File: config.mk
export PLATFORM = sky130hd
export DESIGN_NAME = toggle_ff_bank
export DESIGN_NICKNAME = d
export VERILOG_FILES = /design/src/rtl/toggle_pkg.sv /design/src/rtl/toggle_edge_detect.sv /design/src/rtl/toggle_ff_bank.sv
export SDC_FILE = /design/constraint.sdc
export NUM_CORES = 1
export LEC_CHECK = 0
export CAP_MARGIN = 20
export CORE_ASPECT_RATIO = 0.75
export CORE_MARGIN = 8
export CORE_UTILIZATION = 43
export DETAILED_ROUTE_END_ITERATION = 10
export GPL_ROUTABILITY_DRIVEN = 0
export PLACE_DENSITY = 0.75
export SETUP_SLACK_MARGIN = 0.1
export SKIP_CTS_REPAIR_TIMING = 1
export SLEW_MARGIN = 5
export SYNTH_ARGS = -nofsm -noshare
export SYNTH_HDL_FRONTEND = slang
export SYNTH_SLANG_ARGS = --single-unit
File: constraint.sdc
create_clock -name clk -period 2.3 [get_ports clk]
set_input_delay 0.23 -clock clk [delete_from_list [all_inputs] [get_ports clk]]
set_output_delay 0.23 -clock clk [all_outputs]
set_load 0.005 [all_outputs]
File: src/rtl/toggle_pkg.sv
// Shared mode encodings and helpers for the toggle flop bank.
package toggle_pkg;

  localparam logic [1:0] MODE_TOGGLE = 2'b00;
  localparam logic [1:0] MODE_LOAD   = 2'b01;
  localparam logic [1:0] MODE_SET    = 2'b10;
  localparam logic [1:0] MODE_CLEAR  = 2'b11;

  // Increment that sticks at max instead of wrapping.
  function automatic logic [31:0] sat_inc(input logic [31:0] count,
                                          input logic [31:0] max);
    return (count == max) ? count : count + 32'd1;
  endfunction

endpackage

File: src/rtl/toggle_edge_detect.sv
// Per-bit strobe qualifier: passes t_in straight through (level) or
// reduces it to 0->1 transitions against the previous cycle (edge).
module toggle_edge_detect #(
  parameter int WIDTH     = 4,
  parameter int EDGE_MODE = 0
) (
  input  logic             clk,
  input  logic             reset,
  input  logic [WIDTH-1:0] t_in,
  output logic [WIDTH-1:0] t_eff
);

  logic [WIDTH-1:0] t_prev;

  // t_prev tracks t_in regardless of en/mode, so edges seen while the
  // bank is disabled are consumed rather than replayed later.
  // NOTE: sequential state uses non-blocking assignment so every flop
  // samples pre-edge values and ordering between blocks cannot matter.
  always_ff @(posedge clk or negedge reset) begin
    if (!reset) t_prev <= '0;
    else        t_prev <= t_in;
  end

  assign t_eff = (EDGE_MODE != 0) ? (t_in & ~t_prev) : t_in;

endmodule

File: src/rtl/toggle_ff_bank.sv
// WIDTH-channel T-flop bank with toggle/load/set/clear modes, per-bit
// change pulses and a saturating count of cycles in which anything changed.
module toggle_ff_bank
  import toggle_pkg::*;
#(
  parameter int               WIDTH     = 4,
  parameter int               CNT_W     = 8,
  parameter int               EDGE_MODE = 0,
  parameter logic [WIDTH-1:0] INIT      = '0
) (
  input  logic             clk,
  input  logic             reset,
  input  logic             en,
  input  logic [1:0]       mode,
  input  logic [WIDTH-1:0] t_in,
  input  logic [WIDTH-1:0] d_in,
  input  logic             cnt_clr,
  output logic [WIDTH-1:0] q,
  output logic [WIDTH-1:0] changed,
  output logic [CNT_W-1:0] tog_count
);

  localparam logic [CNT_W-1:0] CNT_MAX = {CNT_W{1'b1}};

  logic [WIDTH-1:0] t_eff;
  logic [WIDTH-1:0] q_next;
  logic [WIDTH-1:0] diff;

  toggle_edge_detect #(
    .WIDTH    (WIDTH),
    .EDGE_MODE(EDGE_MODE)
  ) u_edge (
    .clk  (clk),
    .reset(reset),
    .t_in (t_in),
    .t_eff(t_eff)
  );

  // NOTE: q_next gets a default before the case so no path leaves it
  // unassigned, which would otherwise infer a latch.
  always_comb begin
    q_next = q;
    if (en) begin
      case (mode)
        MODE_TOGGLE: q_next = q ^ t_eff;
        MODE_LOAD:   q_next = d_in;
        MODE_SET:    q_next = q | t_eff;
        MODE_CLEAR:  q_next = q & ~t_eff;
        default:     q_next = q;
      endcase
    end
  end

  assign diff = q_next ^ q;

  always_ff @(posedge clk or negedge reset) begin
    if (!reset) begin
      q         <= INIT;
      changed   <= '0;
      tog_count <= '0;
    end else begin
      q       <= q_next;
      changed <= diff;
      // A clear wins over a coincident change; that change goes uncounted.
      if (cnt_clr)
        tog_count <= '0;
      else if (|diff)
        tog_count <= CNT_W'(sat_inc(32'(tog_count), 32'(CNT_MAX)));
    end
  end

endmodule

==> results_dict.tcl <==
set metrics [dict create \
    worstSkewPairLatency_ps 300 \
    syn-mean-instance-area_um2 9.515 \
    dr.pass1.iters 7 \
    drv_cap 0 \
    finalPower_mw 1.002 \
    synth_edf_count 0 \
    n_antenna_cell 0 \
    start_util_pct 44.19 \
    fin_util_pct 73.14 \
    syn-cell-area_um2 1132 \
    dr.first_iter.drc_count 63 \
    cts_made_buffers 3 \
    clockBufferDepth 2 \
    hold_class "in -> async" \
    place_ws_ps -302.2 \
    dieWidth_um 75.26 \
    critPathLaunchType "register" \
    drive_above_1_share_pct 40.35 \
    slew_viol_final 0 \
    setup_viol_count_final 0 \
    grtUsageTotal_pct 12.77 \
    hpwl_um 2208 \
    antenna_left 0 \
    cp.required_ps 2490 \
    cp.buffers_inverters 1 \
    rsz0062_at_grt "yes" \
    row_count 16 \
    dpl.cell_count 192 \
    vias 1090 \
    timing.fmax_ghz 0.4466 \
    syn-num-nets 142 \
    clk_pin_slew_worst_paths_ps 100 \
    finalHoldViolCount 0 \
    antenna_found_initial 0 \
    synthToLayoutAreaGrowth_pct 65.53 \
    yosys-top-cells-area "dfrtp_1 35%, ha_1 9.9%, mux2i_1 4.4%" \
    yosys.cell_types.count 32 \
    worstPathMaxFanout 3 \
    die_y_um 60.44 \
    p_leak_nw 0.7899 \
    htree_levels 1 \
    grt_overflow_total 0 \
    outcome "finished, final reports clean" \
    yosysWarnings 0 \
    crit_type "reg -> reg" \
    synth_top_flop_cell "dfrtp_1" \
    final_net_count 195 \
    drc 0 \
    seq_area_frac_synth_pct 35.36 \
    postLayoutCellArea_um2 1874 \
    synth.most_common_cell "dfrtp_1" \
    crit_slowest_cell "or4_4" \
    min_period_over_period_pct 97.36 \
    worst_path_dominant_cell_family "simple AND/OR/NAND/NOR gates" \
    port_buffers 29 \
    tightest_slew_ps 756.4 \
    final_cells 207 \
    grt_pass1_wl_um 4478 \
    async_reset_ff_share_pct 100.0 \
    rr_startpoint "q[0]" \
    cts_root_buffer "clkbuf_4" \
    synth_top_cell_area_share_pct 35.36 \
    cts_tree "done" \
    syn-instance-count 119 \
    endpoint_kind "register" \
    relSlewSlack_pct 49.42 \
    startpoint "q[0]" \
    die_area_um2 4548 \
    finClkSkew_ps 7.980 \
    fin_crit_ps 2239 \
    critPathMaxStageDelay_ps 560 \
    core_um2 2562 \
    io_pins 30 \
    grt_max_degree 17 \
    clock_sinks 16 \
    worst_slack_ps 60.62 \
    wire_per_inst_um 15.78 \
    wl_um 3267 \
    cp.arrival_ps 2420 \
    cp_cell_sequence "buf_6 > ha_4 > mux2i_4 > xnor2_1 > o211ai_2 > or4_4 > nand3_2 > mux2_4" \
    ir_drop_mv 0.4163 \
    ys_ff_latch 16 \
    placed_cell_area_um2 1551 \
    powerDensity_nw_per_um2 534.4 \
    grt_pass1_vias 1005 \
    yosysTopAreaCell "dfrtp_1" \
    vias_per_cell 5.266 \
    synthTopCellsByCount "16 x dfrtp_1, 9 x ha_1, 9 x inv_1, 9 x nor2_1, 7 x or3_1" \
]
[report_power, final]
group / internal, mW / total (mW) / switching, mW
clock network: 0.0967 / 0.193 / 0.0963
registers: 0.316 / 0.350 / 0.0344
logic: 0.264 / 0.459 / 0.195
total: 0.676 / 1.00 / 0.326
[kinds of logic after synthesis]
logic type	after synthesis	share of synthesized area, %
buffers and inverters	13	5.082
AND/OR/NAND/NOR	46	23.54
AO/OA/AOI/OAI	24	16.80
XOR/XNOR	5	3.867
adder cells (fa/ha/maj)	9	9.945
multiplexers	6	5.414
flip-flops	16	35.36
[layout by cell type, fill, tap and decap left out, drive strengths merged]
master / netlist / final
nor2: 9 / 9
dlymetal6s2s: 0 / 1
or2: 1 / 1
a211o: 1 / 1
xor2: 1 / 1
xnor2: 4 / 4
mux2: 1 / 1
o41ai: 1 / 1
nand2: 4 / 4
o21ai: 5 / 5
nand2b: 6 / 6
a21oi: 6 / 6
o211ai: 8 / 8
clkbuf: 1 / 5
and3: 1 / 1
dfrtp: 16 / 16
inv: 9 / 9
nand3: 5 / 5
ha: 9 / 9
nand4: 2 / 2
or4: 4 / 4
mux2i: 5 / 5
buf: 3 / 22
and2: 3 / 3
and4: 1 / 1
nor2b: 2 / 2
or3: 7 / 7
a31oi: 3 / 3
nor3: 1 / 1
clkdlybuf4s50: 0 / 28
[area by class of cell]
cell class	instances	area [um2]
sequential	16	401.6
tap	36	45.04
multi-input combinational	90	852.1
inverter	9	36.28
fill	188	688.2
clock buffer	4	36.28
timing repair buffer	52	503.0
[state kept, by name, summed over array words and instances (netlist names)]
register and flops:
changed 4, q 4, tog_count 8
[worst register-to-register path: stages (launching register included)]
cell and delay [ps]:
dfrtp_1 410, buf_6 130, ha_4 150, mux2i_4 150, xnor2_1 160, o211ai_2 170, or4_4 570, nand3_2 90
mux2_4 300
[layer usage]
layer	GRT usage (%)	share of wire [%]	vias to the layer above
li1	-	-	530
met1	14.66	43	529
met2	22.36	50	25
met3	2.640	5.0	6
met4	5.722	1.8	0
met5	0	0	-
[through the flow]
stage,setup TNS [ps],hold slack [ps]
after global routing,0,415.9
after CTS,-37.50,395.0
after floorplan,0,-65.59
after detailed placement,-1859,585.7
final,0,362.0
after global placement,-1498,563.5
[worst paths after layout]
path                                 to  slack (ps)  cells past startpoint
min in group clk           tog_count[4]         610                      2
min reg2reg                tog_count[4]         610                      2
max reg2reg                tog_count[7]          60                      8
min                                q[0]         360                      1
max in group asynchronous          q[3]        1410                      1
max                        tog_count[7]          60                      8
No activity file was read; power rests on OpenSTA's default activity.
